==> src/rtl/hub75_pkg.sv <==
// Shared defaults, widths and state encoding for the HUB75 scan controller.
package hub75_pkg;

    localparam int unsigned COLS_DEF      = 60;
    localparam int unsigned ROWS_DEF      = 16;
    localparam int unsigned DIV_DEF       = 1;
    localparam int unsigned ON_CYC_DEF    = 256;
    localparam int unsigned BLANK_CYC_DEF = 2;

    localparam int unsigned COL_W = 7;
    localparam int unsigned ROW_W = 4;
    localparam int unsigned CNT_W = 16;
    localparam int unsigned PH_W  = 16;

    typedef enum logic [2:0] {
        S_IDLE  = 3'd0,
        S_SHIFT = 3'd1,
        S_WAIT  = 3'd2,
        S_BLANK = 3'd3,
        S_LATCH = 3'd4
    } scan_state_t;

endpackage

==> src/rtl/hub75_disp_timer.sv <==
// Display-time counter: loaded at each latch, counts down to zero, drives oe_n.
module hub75_disp_timer
    import hub75_pkg::*;
#(
    parameter int unsigned ON_CYC = ON_CYC_DEF
) (
    input  logic clk,
    input  logic rst_n,
    input  logic load,
    output logic oe_n,
    output logic zero_c
);

    logic [CNT_W-1:0] cnt;
    logic [CNT_W-1:0] cnt_next;

    always_comb begin
        cnt_next = cnt;
        if (load) begin
            cnt_next = CNT_W'(ON_CYC);
        end else if (cnt != '0) begin
            cnt_next = cnt - CNT_W'(1);
        end
    end

    // oe_n tracks the counter value it is registered alongside
    always_ff @(posedge clk or negedge rst_n) begin
        if (!rst_n) begin
            cnt  <= '0;
            oe_n <= 1'b1;
        end else begin
            cnt  <= cnt_next;
            oe_n <= (cnt_next == '0);
        end
    end

    assign zero_c = (cnt == '0);

endmodule

==> src/rtl/hub75_scan_ctrl.sv <==
// HUB75 scan-timing generator: shifts row N+1 while row N is displayed,
// blanks and latches between rows.
module hub75_scan_ctrl
    import hub75_pkg::*;
#(
    parameter int unsigned COLS      = COLS_DEF,
    parameter int unsigned ROWS      = ROWS_DEF,
    parameter int unsigned DIV       = DIV_DEF,
    parameter int unsigned ON_CYC    = ON_CYC_DEF,
    parameter int unsigned BLANK_CYC = BLANK_CYC_DEF
) (
    input  logic             clk,
    input  logic             rst_n,
    input  logic             en,
    output logic [COL_W-1:0] col,
    output logic [ROW_W-1:0] row,
    output logic             sclk,
    output logic             lat,
    output logic             oe_n,
    output logic [ROW_W-1:0] addr,
    output logic             frame_done
);

    localparam logic [PH_W-1:0]  DIV_P     = PH_W'(DIV);
    localparam logic [PH_W-1:0]  PH_HI_END = PH_W'(2 * DIV - 1);
    localparam logic [PH_W-1:0]  PH_BL_END = PH_W'(BLANK_CYC - 1);
    localparam logic [COL_W-1:0] COL_LAST  = COL_W'(COLS - 1);
    localparam logic [ROW_W-1:0] ROW_LAST  = ROW_W'(ROWS - 1);

    scan_state_t      state;
    scan_state_t      state_next;
    logic [PH_W-1:0]  phase;
    logic [PH_W-1:0]  phase_next;
    logic [COL_W-1:0] col_next;
    logic [ROW_W-1:0] row_next;
    logic [ROW_W-1:0] addr_next;
    logic             sclk_next;
    logic             lat_next;
    logic             fd_next;
    logic             disp_load_c;
    logic             disp_zero_c;

    hub75_disp_timer #(
        .ON_CYC (ON_CYC)
    ) u_disp (
        .clk    (clk),
        .rst_n  (rst_n),
        .load   (disp_load_c),
        .oe_n   (oe_n),
        .zero_c (disp_zero_c)
    );

    always_ff @(posedge clk or negedge rst_n) begin
        if (!rst_n) begin
            state      <= S_IDLE;
            phase      <= '0;
            col        <= '0;
            row        <= '0;
            sclk       <= 1'b0;
            lat        <= 1'b0;
            addr       <= '0;
            frame_done <= 1'b0;
        end else begin
            state      <= state_next;
            phase      <= phase_next;
            col        <= col_next;
            row        <= row_next;
            sclk       <= sclk_next;
            lat        <= lat_next;
            addr       <= addr_next;
            frame_done <= fd_next;
        end
    end

    // Phase counter doubles as sclk divider in SHIFT and blank timer in BLANK
    always_comb begin
        state_next  = state;
        phase_next  = phase;
        col_next    = col;
        row_next    = row;
        addr_next   = addr;
        sclk_next   = 1'b0;
        lat_next    = 1'b0;
        fd_next     = 1'b0;
        disp_load_c = 1'b0;

        unique case (state)
            S_IDLE: begin
                col_next   = '0;
                phase_next = '0;
                if (en) begin
                    state_next = S_SHIFT;
                end
            end

            S_SHIFT: begin
                if (phase == PH_HI_END) begin
                    phase_next = '0;
                    if (col == COL_LAST) begin
                        state_next = S_WAIT;
                    end else begin
                        col_next = col + COL_W'(1);
                    end
                end else begin
                    phase_next = phase + PH_W'(1);
                    sclk_next  = (phase_next >= DIV_P);
                end
            end

            S_WAIT: begin
                phase_next = '0;
                if (disp_zero_c) begin
                    state_next = S_BLANK;
                end
            end

            S_BLANK: begin
                if (phase == PH_BL_END) begin
                    phase_next = '0;
                    state_next = S_LATCH;
                    lat_next   = 1'b1;
                    addr_next  = row;
                end else begin
                    phase_next = phase + PH_W'(1);
                end
            end

            S_LATCH: begin
                disp_load_c = 1'b1;
                phase_next  = '0;
                col_next    = '0;
                row_next    = (row == ROW_LAST) ? '0 : row + ROW_W'(1);
                fd_next     = (row == ROW_LAST);
                state_next  = en ? S_SHIFT : S_IDLE;
            end

            default: begin
                state_next = S_IDLE;
            end
        endcase
    end

endmodule

==> config.mk <==
export PLATFORM = sky130hd
export DESIGN_NAME = hub75_scan_ctrl
export DESIGN_NICKNAME = d
export VERILOG_FILES = /design/src/rtl/hub75_pkg.sv /design/src/rtl/hub75_disp_timer.sv /design/src/rtl/hub75_scan_ctrl.sv
export SDC_FILE = /design/constraint.sdc
export NUM_CORES = 1
export LEC_CHECK = 0
export CAP_MARGIN = 20
export CORE_MARGIN = 2
export CORE_UTILIZATION = 40
export CTS_CLUSTER_SIZE = 16
export DETAILED_ROUTE_END_ITERATION = 8
export GPL_ROUTABILITY_DRIVEN = 0
export PLACE_DENSITY = 0.57
export SLEW_MARGIN = 40
export SYNTH_ARGS = -nofsm -noshare
export SYNTH_HDL_FRONTEND = slang
export SYNTH_HIERARCHICAL = 1
export SYNTH_SLANG_ARGS = --single-unit
==> constraint.sdc <==
create_clock -name clk -period 5.97 [get_ports clk]
set_input_delay 0.597 -clock clk [delete_from_list [all_inputs] [get_ports clk]]
set_output_delay 0.597 -clock clk [all_outputs]
set_load 0.05 [all_outputs]
==> impl_metrics.toml, run 1 <==
[worst_setup_path]
r2r_start = "u_disp/cnt[0]$_DFF_PN0_"
startpoint = "u_disp/cnt[0]$_DFF_PN0_"
worst_setup_path_start_kind = "flip-flop"
crit_fanout = 12
end_kind = "flip-flop"
reg2reg_slack_ps = 3170
path_class = "reg -> reg"
reg2reg_depth = 9
worstReg2RegEnd = "u_disp/oe_n$_DFF_PN1_"
arrival_ps = 3050
required_ps = 6220

[route]
drt_wl_total_mm = 6.47
vias_per_cell = 5.47
drt_iter0_markers = 200
via_count = 2468
ant_nets = 0
dr.pass1.iters = 4
route.detailed.drc = 0
drt-wirelength-per-cell_um = 14.3

[placed_design]
dp_worst_setup_slack_ps = 3180
portBuffers = 21
dp_hpwl_mm = 4.51

[cts]
clock_path_buffers = 2
clock_latency_ps = 300
cts_resized = 0
cts.reportedPaths.clkPinSlew_ps = 100
cts_root_buffer = "clkbuf_8"
postCtsSetupRepairBufs = 0
clock-sinks = 54
cts_buffers = 5
htreeDepth = 2
cts_tree = "built"
hold_buffers = 0

[synth]
syn_area_per_cell_um2 = 9.17
syn_inst = 340
yosys-top-cells-area = "dfrtp_1, o21ai_0, nand2_1"
yosys-top-cells-count = "dfrtp_1, nand2_1, nor2_1"
yosys.area_share.simple_pct = 26.4
async_flop_share_pct = 100
synth_compound_area_share_pct = 14.0
synth_fa_ha_area_share_pct = 3.21
syn_area_um2 = 3120
ys.warnings.count = 6
synth_cell_types = 55
synth_top_family_by_area = "simple AND/OR/NAND/NOR gates"
synth_xor_area_share_pct = 4.49
synth_nets = 351
synthMuxAreaShare_pct = 3.77
synth.most_common_cell = "dfrtp_1"
yosysTopAreaCellShare_pct = 42.5
synth_top_area_cell = "dfrtp_1"
synth_seq_cells = 54
ys.flop_type = "dfrtp_1"
ys_seq_area_share_pct = 43.4
synth_edf_count = 0

[die]
die_y_um = 92.3
start_util_pct = 40.8
die_x_um = 92.3
core_area_um2 = 7650
fp-row-count = 32
ios = 22
dieArea_um2 = 8520

[global_route]
grt_pass1_vias = 2340
grt-ovfl-total = 0
gr-usage-all-layers_pct = 16.4
grt_max_degree = 55
antenna_found_initial = 0
grt_pass1_wl_mm = 11.2

[worst_hold_path]
hold_class = "in -> async"

[timing]
max_freq_mhz = 357
fin_tns_setup_ps = 0
fin_ws_ps = 3170
grt_setup_unrepaired = "no"
setup_viol = 0
worstMarginPinSlew_ps = 775
fin_worst_skew_ps = 8.39
finalCritPeriodShare_pct = 47.0
layout_min_cycle_time_ps = 2800
slew_headroom_pct = 48.2
drv_slew = 0
finalHoldViolations = 0

[power_and_ir_drop]
p_total_w = 0.000890
powerDensity_nw_per_um2 = 258
p_leak_nw = 1.46
max-vdd-ir-drop_mv = 0.134

[final_layout]
diodes = 0
syn_to_final_growth_pct = 10.5
post-route-util_pct = 45.1
drive_above_1_share_pct = 8.02
nets = 359

[job]
drv_cap = 0

[status]
status = "finished, final reports clean"
-- how the worst max path moves through the flow --
stage                                  endpoint  slack, ps  depth (start not counted)
final                     u_disp/oe_n$_DFF_PN1_       3170                          9
after global routing      u_disp/oe_n$_DFF_PN1_       2920                          9
after CTS                 u_disp/oe_n$_DFF_PN1_       3150                          9
after detailed placement  u_disp/oe_n$_DFF_PN1_       3180                          9
after global placement    u_disp/oe_n$_DFF_PN1_       3210                          9
after floorplan           u_disp/oe_n$_DFF_PN1_       3680                          9
-- where the power goes --
group	switching, W	internal, W
combinational	0.000135	0.0000712
clock	0.000118	0.000125
sequential	0.0000439	0.000397
-- layout by cell type (no fill, tap or decap), types with 6 or more instances in the layout --
cell type	n
a21oi_1	16
and3_1	7
clkdlybuf4s50_1	20
dfrtp_1	53
ha_1	8
inv_1	6
nand2_1	35
nand3_1	10
nand4_1	7
nor2_1	33
nor3_1	13
nor4_1	7
o21ai_0	27
o31ai_1	7
or3_1	7
xnor2_1	8
xor2_1	8
-- state kept, by name, summed over array words and instances (netlist names) --
signal       flops
phase           16
addr             4
lat              1
u_disp/oe_n      1
row              4
u_disp/cnt      16
sclk             1
state            3
frame_done       1
col              7
-- per-layer routing --
metal  vias up  global-route usage, %  routed length, µm
met2        55                   25.3               2880
met1      1168                   22.9               3250
met4         0                   5.97                 96
met5         -                      0                  0
li1       1237                      -                  -
met3         8                   3.09                249
-- worst max-delay path, stage by stage (launching register included) --
cell and delay, ps:
dfrtp_1 420, inv_1 100, ha_1 140, or4b_4 460
nand4bb_1 520, inv_2 350, or4_4 180, a21oi_2 50
nor4_1 300, and4b_1 230
-- through the flow --
step	hold slack, ps	cells	cell area (µm²)
after floorplan	301	340	3120
after detailed placement	495	443	3340
after global placement	491	443	3340
after CTS	423	451	3450
after global routing	466	451	3450
final	408	451	3450
-- cells by family after synthesis --
family	count (synthesis)
buffers and inverters	28
xor gates and xnor gates	16
adders and majority gates	8
muxes	11
DFF	54
AOI/OAI and AO/OA	72
and+or+nand+nor	151
-- cell type report --
class,instances,area (µm²)
fill,739,4200
sequential,54,1350
clock inverter,2,37.5
inverter,7,26.3
tap,102,128
clock buffer,6,72.6
timing repair buffer,22,213
multi-input combinational,258,1620
Power figures use the tool's default switching activity.
==> inputs of run 2 (changes only) <==
==> constraint.sdc (replaced) <==
create_clock -name clk -period 2.6 [get_ports clk]
set_input_delay 0.26 -clock clk [delete_from_list [all_inputs] [get_ports clk]]
set_output_delay 0.26 -clock clk [all_outputs]
set_load 0.05 [all_outputs]
==> run 2 against run 1 <==
  * Sequential power is 130% higher
  * Total power is 120% higher
  * Die area stayed put
  * Clock-buffer cell count stayed put
  * Via count is 4.4% higher
  * Cell area is 2.3% higher
  * Non-clock buffer count is 12 higher
  * Cell count is 2.7% higher
  * Register-to-register slack worse by 2900 ps
  * Setup slack worse by 2900 ps
  * Critical endpoint unchanged
  * Highest routed layer unchanged
==> impl_metrics.toml, run 2 (same netlist as run 1, synthesis figures left out) <==
[status]
status = "finished, final reports clean"

[global_route]
grt-ovfl-total = 0
grt_pass1_vias = 2347
grt_max_degree = 31
grt_pass1_wl_mm = 11.4
antenna_found_initial = 0
gr-usage-all-layers_pct = 16.7

[cts]
clock_latency_ps = 310
cts_root_buffer = "clkbuf_8"
cts_tree = "built"
cts.reportedPaths.clkPinSlew_ps = 100
postCtsSetupRepairBufs = 0
cts_buffers = 5
clock-sinks = 54
htreeDepth = 2
clock_path_buffers = 2

[timing]
grt_setup_unrepaired = "no"
fin_ws_ps = 218
finalHoldViolations = 0
drv_slew = 0
worst_hold_slack_ps = 497
fin_tns_setup_ps = 0
setup_viol = 0
worstMarginPinSlew_ps = 657
max_freq_mhz = 420
layout_min_cycle_time_ps = 2380
finalCritPeriodShare_pct = 91.6
slew_headroom_pct = 56.2
fin_worst_skew_ps = 12.6

[final_layout]
syn_to_final_growth_pct = 13.0
layout.cells.most_common = "dfrtp_1"
post-route-util_pct = 46.1
layout_common_cells = "dfrtp_1, nand2_1, nor2_1"
reg.largest.list = "phase x16, u_disp/cnt x16, col x7"
diodes = 0
drive_above_1_share_pct = 11.1
nets = 371

[power_and_ir_drop]
max-vdd-ir-drop_mv = 0.334
switching_share_pct = 35.4
pwr-share-seq_pct = 51.4
p_comb_share_pct = 24.6
powerDensity_nw_per_um2 = 558
clockPowerShare_pct = 24.0
p_total_w = 0.00197
p_switching_w = 0.000695
p_leak_nw = 1.52
p_int_w = 0.00127

[route]
drt_iter0_markers = 142
vias_per_cell = 5.56
drt-wirelength-per-cell_um = 14.7
dr.pass1.iters = 4
ant_nets = 0
drt_wl_total_mm = 6.79
via_count = 2576
route.detailed.drc = 0

[worst_setup_path]
critPathBufInv = 1
worst_setup_path_start_kind = "flip-flop"
crit_fanout = 5
critPathSlowestCell = "or4b_4"
end_kind = "flip-flop"
arrival_ps = 2640
cp_slowest_stage_delay_ps = 470
path_class = "reg -> reg"
worst_path_dominant_cell_family = "simple AND/OR/NAND/NOR gates"
crit_chain = "inv_1 > ha_1 > or4b_4 > nand4bb_2 > and4_1 > mux2_1 > nor2_1 > and4b_1"
required_ps = 2860

[die]
die_x_um = 92.3
ios = 22
die_y_um = 92.3
fp-row-count = 32
core_area_um2 = 7650
dieArea_um2 = 8520
start_util_pct = 40.8

[job]
drv_cap = 0

[worst_hold_path]
hold_class = "in -> async"

[placed_design]
portBuffers = 21
dp_worst_setup_slack_ps = 182
dp_hpwl_mm = 4.83
## run 2: routing by layer
metal	GRT usage, %	vias up	share of wire (%)
met4	6.22	0	1.5
li1	-	1262	-
met1	24.2	1225	50
met5	0	-	0
met2	25.2	75	44
met3	2.69	14	4.3
## run 2: path summary, 6_finish.rpt
kind,from,end,slack [ps],cells after the start
hold / removal,rst_n,col[5]$_DFFE_PN0P_,500,2
setup / recovery,u_disp/cnt[0]$_DFF_PN0_,u_disp/oe_n$_DFF_PN1_,220,8
setup reg to reg,u_disp/cnt[0]$_DFF_PN0_,u_disp/oe_n$_DFF_PN1_,220,8
hold reg to reg,addr[1]$_DFFE_PN0P_,addr[1]$_DFFE_PN0P_,510,1
max in group asynchronous,rst_n,phase[4]$_DFFE_PN0P_,1430,3
min in group clk,addr[1]$_DFFE_PN0P_,addr[1]$_DFFE_PN0P_,510,1
## run 2: layout make-up
cell class              count  area [µm²]
fillers                   746        4120
multi-input cells         258        1630
flip-flops and latches     54        1350
repair buffers             34         305
well taps                 102         128
clock buffers               6        72.6
inverters                   7        28.8
clock inverters             2        13.8
## run 2: power by group through the flow
stage	registers, W	clock network [W]	logic (W)
global placement	0.00103	0	0.000476
CTS	0.00101	0.000483	0.000488
floorplan	0.00118	0	0.000169
finish	0.00101	0.000472	0.000483
global route	0.00103	0.000526	0.000521
detailed placement	0.00103	0	0.000486
## run 2: worst register-to-register path: cells and delay by family (launching register included)
family | cells | cell delay [ps]
AND/OR/NAND/NOR | 5 | 1330
adder cells (fa/ha/maj) | 1 | 140
buffers and inverters | 1 | 110
flip-flops | 1 | 420
multiplexers | 1 | 340
## run 2: metrics by stage
stage          instance area [µm²]  cells
2_1_floorplan                 3120    340
3_3_place_gp                  3420    454
3_5_place_dp                  3420    454
4_1_cts                       3510    463
5_1_grt                       3530    463
6_report                      3530    463
## run 2: timing repair
item,CTS,global route
hold endpoints to repair,27,0
gates resized for setup,0,3
hold buffers,1,0
setup endpoints to repair,0,1
==> inputs of run 3 (changes only) <==
--- a/config.mk
+++ b/config.mk
@@ -12,6 +12,7 @@
 export DETAILED_ROUTE_END_ITERATION = 8
 export GPL_ROUTABILITY_DRIVEN = 0
 export PLACE_DENSITY = 0.57
+export SETUP_SLACK_MARGIN = 0.3
 export SLEW_MARGIN = 40
 export SYNTH_ARGS = -nofsm -noshare
 export SYNTH_HDL_FRONTEND = slang
==> run 3 against run 2 <==
  * Core utilization grew 1.1 points
  * Via count up 1.2%
  * Cell count rose by 1.1%
  * Clock-buffer cell count unchanged
  * Sequential power about the same
  * First-iteration DRC count rose by 30%
  * Clock power about the same
  * Sequential share of layout area down 0.85 points
  * Total power about the same
  * Register-to-register slack improved by 90 ps
  * Global-route usage up 0.37 points
  * Critical path type unchanged
==> impl_metrics.toml, run 3 (same netlist as run 1, synthesis figures left out) <==
[status]
status = "finished, final reports clean"

[timing]
finalCritPeriodShare_pct = 88.2
fin_ws_ps = 306
grt_setup_unrepaired = "yes"
max_freq_mhz = 436
setup_viol = 0
fin_tns_setup_ps = 0
finalHoldViolations = 0
worstMarginPinSlew_ps = 661
fin_worst_skew_ps = 13.9
layout_min_cycle_time_ps = 2290
slew_headroom_pct = 55.9
drv_slew = 0

[placed_design]
dp_worst_setup_slack_ps = 182
dp_hpwl_mm = 4.83
portBuffers = 21

[die]
die_x_um = 92.3
fp-row-count = 32
dieArea_um2 = 8520
core_area_um2 = 7650
start_util_pct = 40.8
ios = 22
die_y_um = 92.3

[worst_setup_path]
critPathBufInv = 0
crit_fanout = 7
worst_path_dominant_cell_family = "simple AND/OR/NAND/NOR gates"
cp_slowest_stage_delay_ps = 580
worstReg2RegEnd = "u_disp/oe_n$_DFF_PN1_"
reg2reg_depth = 6
path_class = "reg -> reg"
arrival_ps = 2550
end_kind = "flip-flop"
required_ps = 2860
worst_setup_path_start_kind = "flip-flop"
crit_chain = "or4_4 > or3_4 > or4_4 > a21oi_2 > nor4_1 > and4b_1"
reg2reg_slack_ps = 310
r2r_start = "u_disp/cnt[2]$_DFF_PN0_"
crit_top_cell = "or4_4"
critPathSlowestCell = "or4_4"

[final_layout]
layout.cells.most_common = "dfrtp_1"
syn_to_final_growth_pct = 15.8
reg.largest.list = "phase x16, u_disp/cnt x16, col x7"
diodes = 0
fillers = 735
layout_common_cells = "dfrtp_1, nand2_1, nor2_1"
nets = 376
drive_above_1_share_pct = 15.0

[route]
vias_per_cell = 5.57
via_count = 2608
drt-wirelength-per-cell_um = 14.8
ant_nets = 0
dr.pass1.iters = 4
route.detailed.drc = 0
drt_iter0_markers = 185
drt_wl_total_mm = 6.92

[cts]
clock-sinks = 54
cts_root_buffer = "clkbuf_8"
cts_buffers = 5
clock_latency_ps = 310
htreeDepth = 2
cts.reportedPaths.clkPinSlew_ps = 100
cts_tree = "built"
clock_path_buffers = 2

[global_route]
grt-ovfl-total = 0
grt_pass1_vias = 2411
gr-usage-all-layers_pct = 17.1
grt_max_degree = 31
grt_pass1_wl_mm = 11.6
antenna_found_initial = 0

[power_and_ir_drop]
powerDensity_nw_per_um2 = 545
max-vdd-ir-drop_mv = 0.334
p_leak_nw = 1.54

[worst_hold_path]
hold_class = "in -> async"

[job]
drv_cap = 0
==> run 3: worst max-delay path by stage <==
stage	startpoint	to	slack, ps	depth (start not counted)
finish	u_disp/cnt[2]$_DFF_PN0_	u_disp/oe_n$_DFF_PN1_	310	6
global route	u_disp/cnt[0]$_DFF_PN0_	u_disp/oe_n$_DFF_PN1_	210	9
global placement	u_disp/cnt[0]$_DFF_PN0_	u_disp/oe_n$_DFF_PN1_	250	9
detailed placement	u_disp/cnt[0]$_DFF_PN0_	u_disp/oe_n$_DFF_PN1_	180	9
floorplan	u_disp/cnt[0]$_DFF_PN0_	u_disp/oe_n$_DFF_PN1_	310	9
CTS	u_disp/cnt[2]$_DFF_PN0_	u_disp/oe_n$_DFF_PN1_	300	6
==> run 3: where the power goes <==
part           internal, W  switching (W)
Clock             0.000191       0.000282
Sequential        0.000912      0.0000996
Combinational     0.000169       0.000314
==> run 3: layout make-up <==
class                           count  area (µm²)  share of cell area [%]
Clock buffer                        6        72.6                    2.01
Clock inverter                      2        13.8                   0.381
Multi-Input combinational cell    258        1670                    46.2
Inverter                            7        28.8                   0.797
Tap cell                          102         128                    3.53
Sequential cell                    54        1360                    37.5
Timing Repair Buffer               39         347                    9.59
==> run 3: metal layers <==
layer  vias to the layer above  global-route usage, %  share of wire (%)
li1                       1279                      -                  -
met1                      1248                   24.7                 49
met2                        72                   25.9                 45
met3                         9                   2.69                4.2
met4                         0                   6.47                1.3
met5                         -                      0                  0
==> run 3: timing repair <==
action                     4_1_cts  5_1_grt
gates resized for setup          8        7
setup endpoints to repair        4        9
hold buffers                     1        0
setup buffers                    5        0
pin swaps                        0        1
hold endpoints to repair        27        0
==> run 3: stage by stage <==
step / instance area, µm² / total power, W / hold WS, ps / utilization, % / cells
6_report: 3610 / 0.00197 / 499 / 47.2 / 468
4_1_cts: 3590 / 0.00198 / 518 / 47.0 / 468
5_1_grt: 3610 / 0.00207 / 533 / 47.2 / 468
3_3_place_gp: 3420 / 0.00150 / 333 / 44.7 / 454
3_5_place_dp: 3420 / 0.00151 / 328 / 44.7 / 454
2_1_floorplan: 3120 / 0.00135 / -35.6 / - / 340
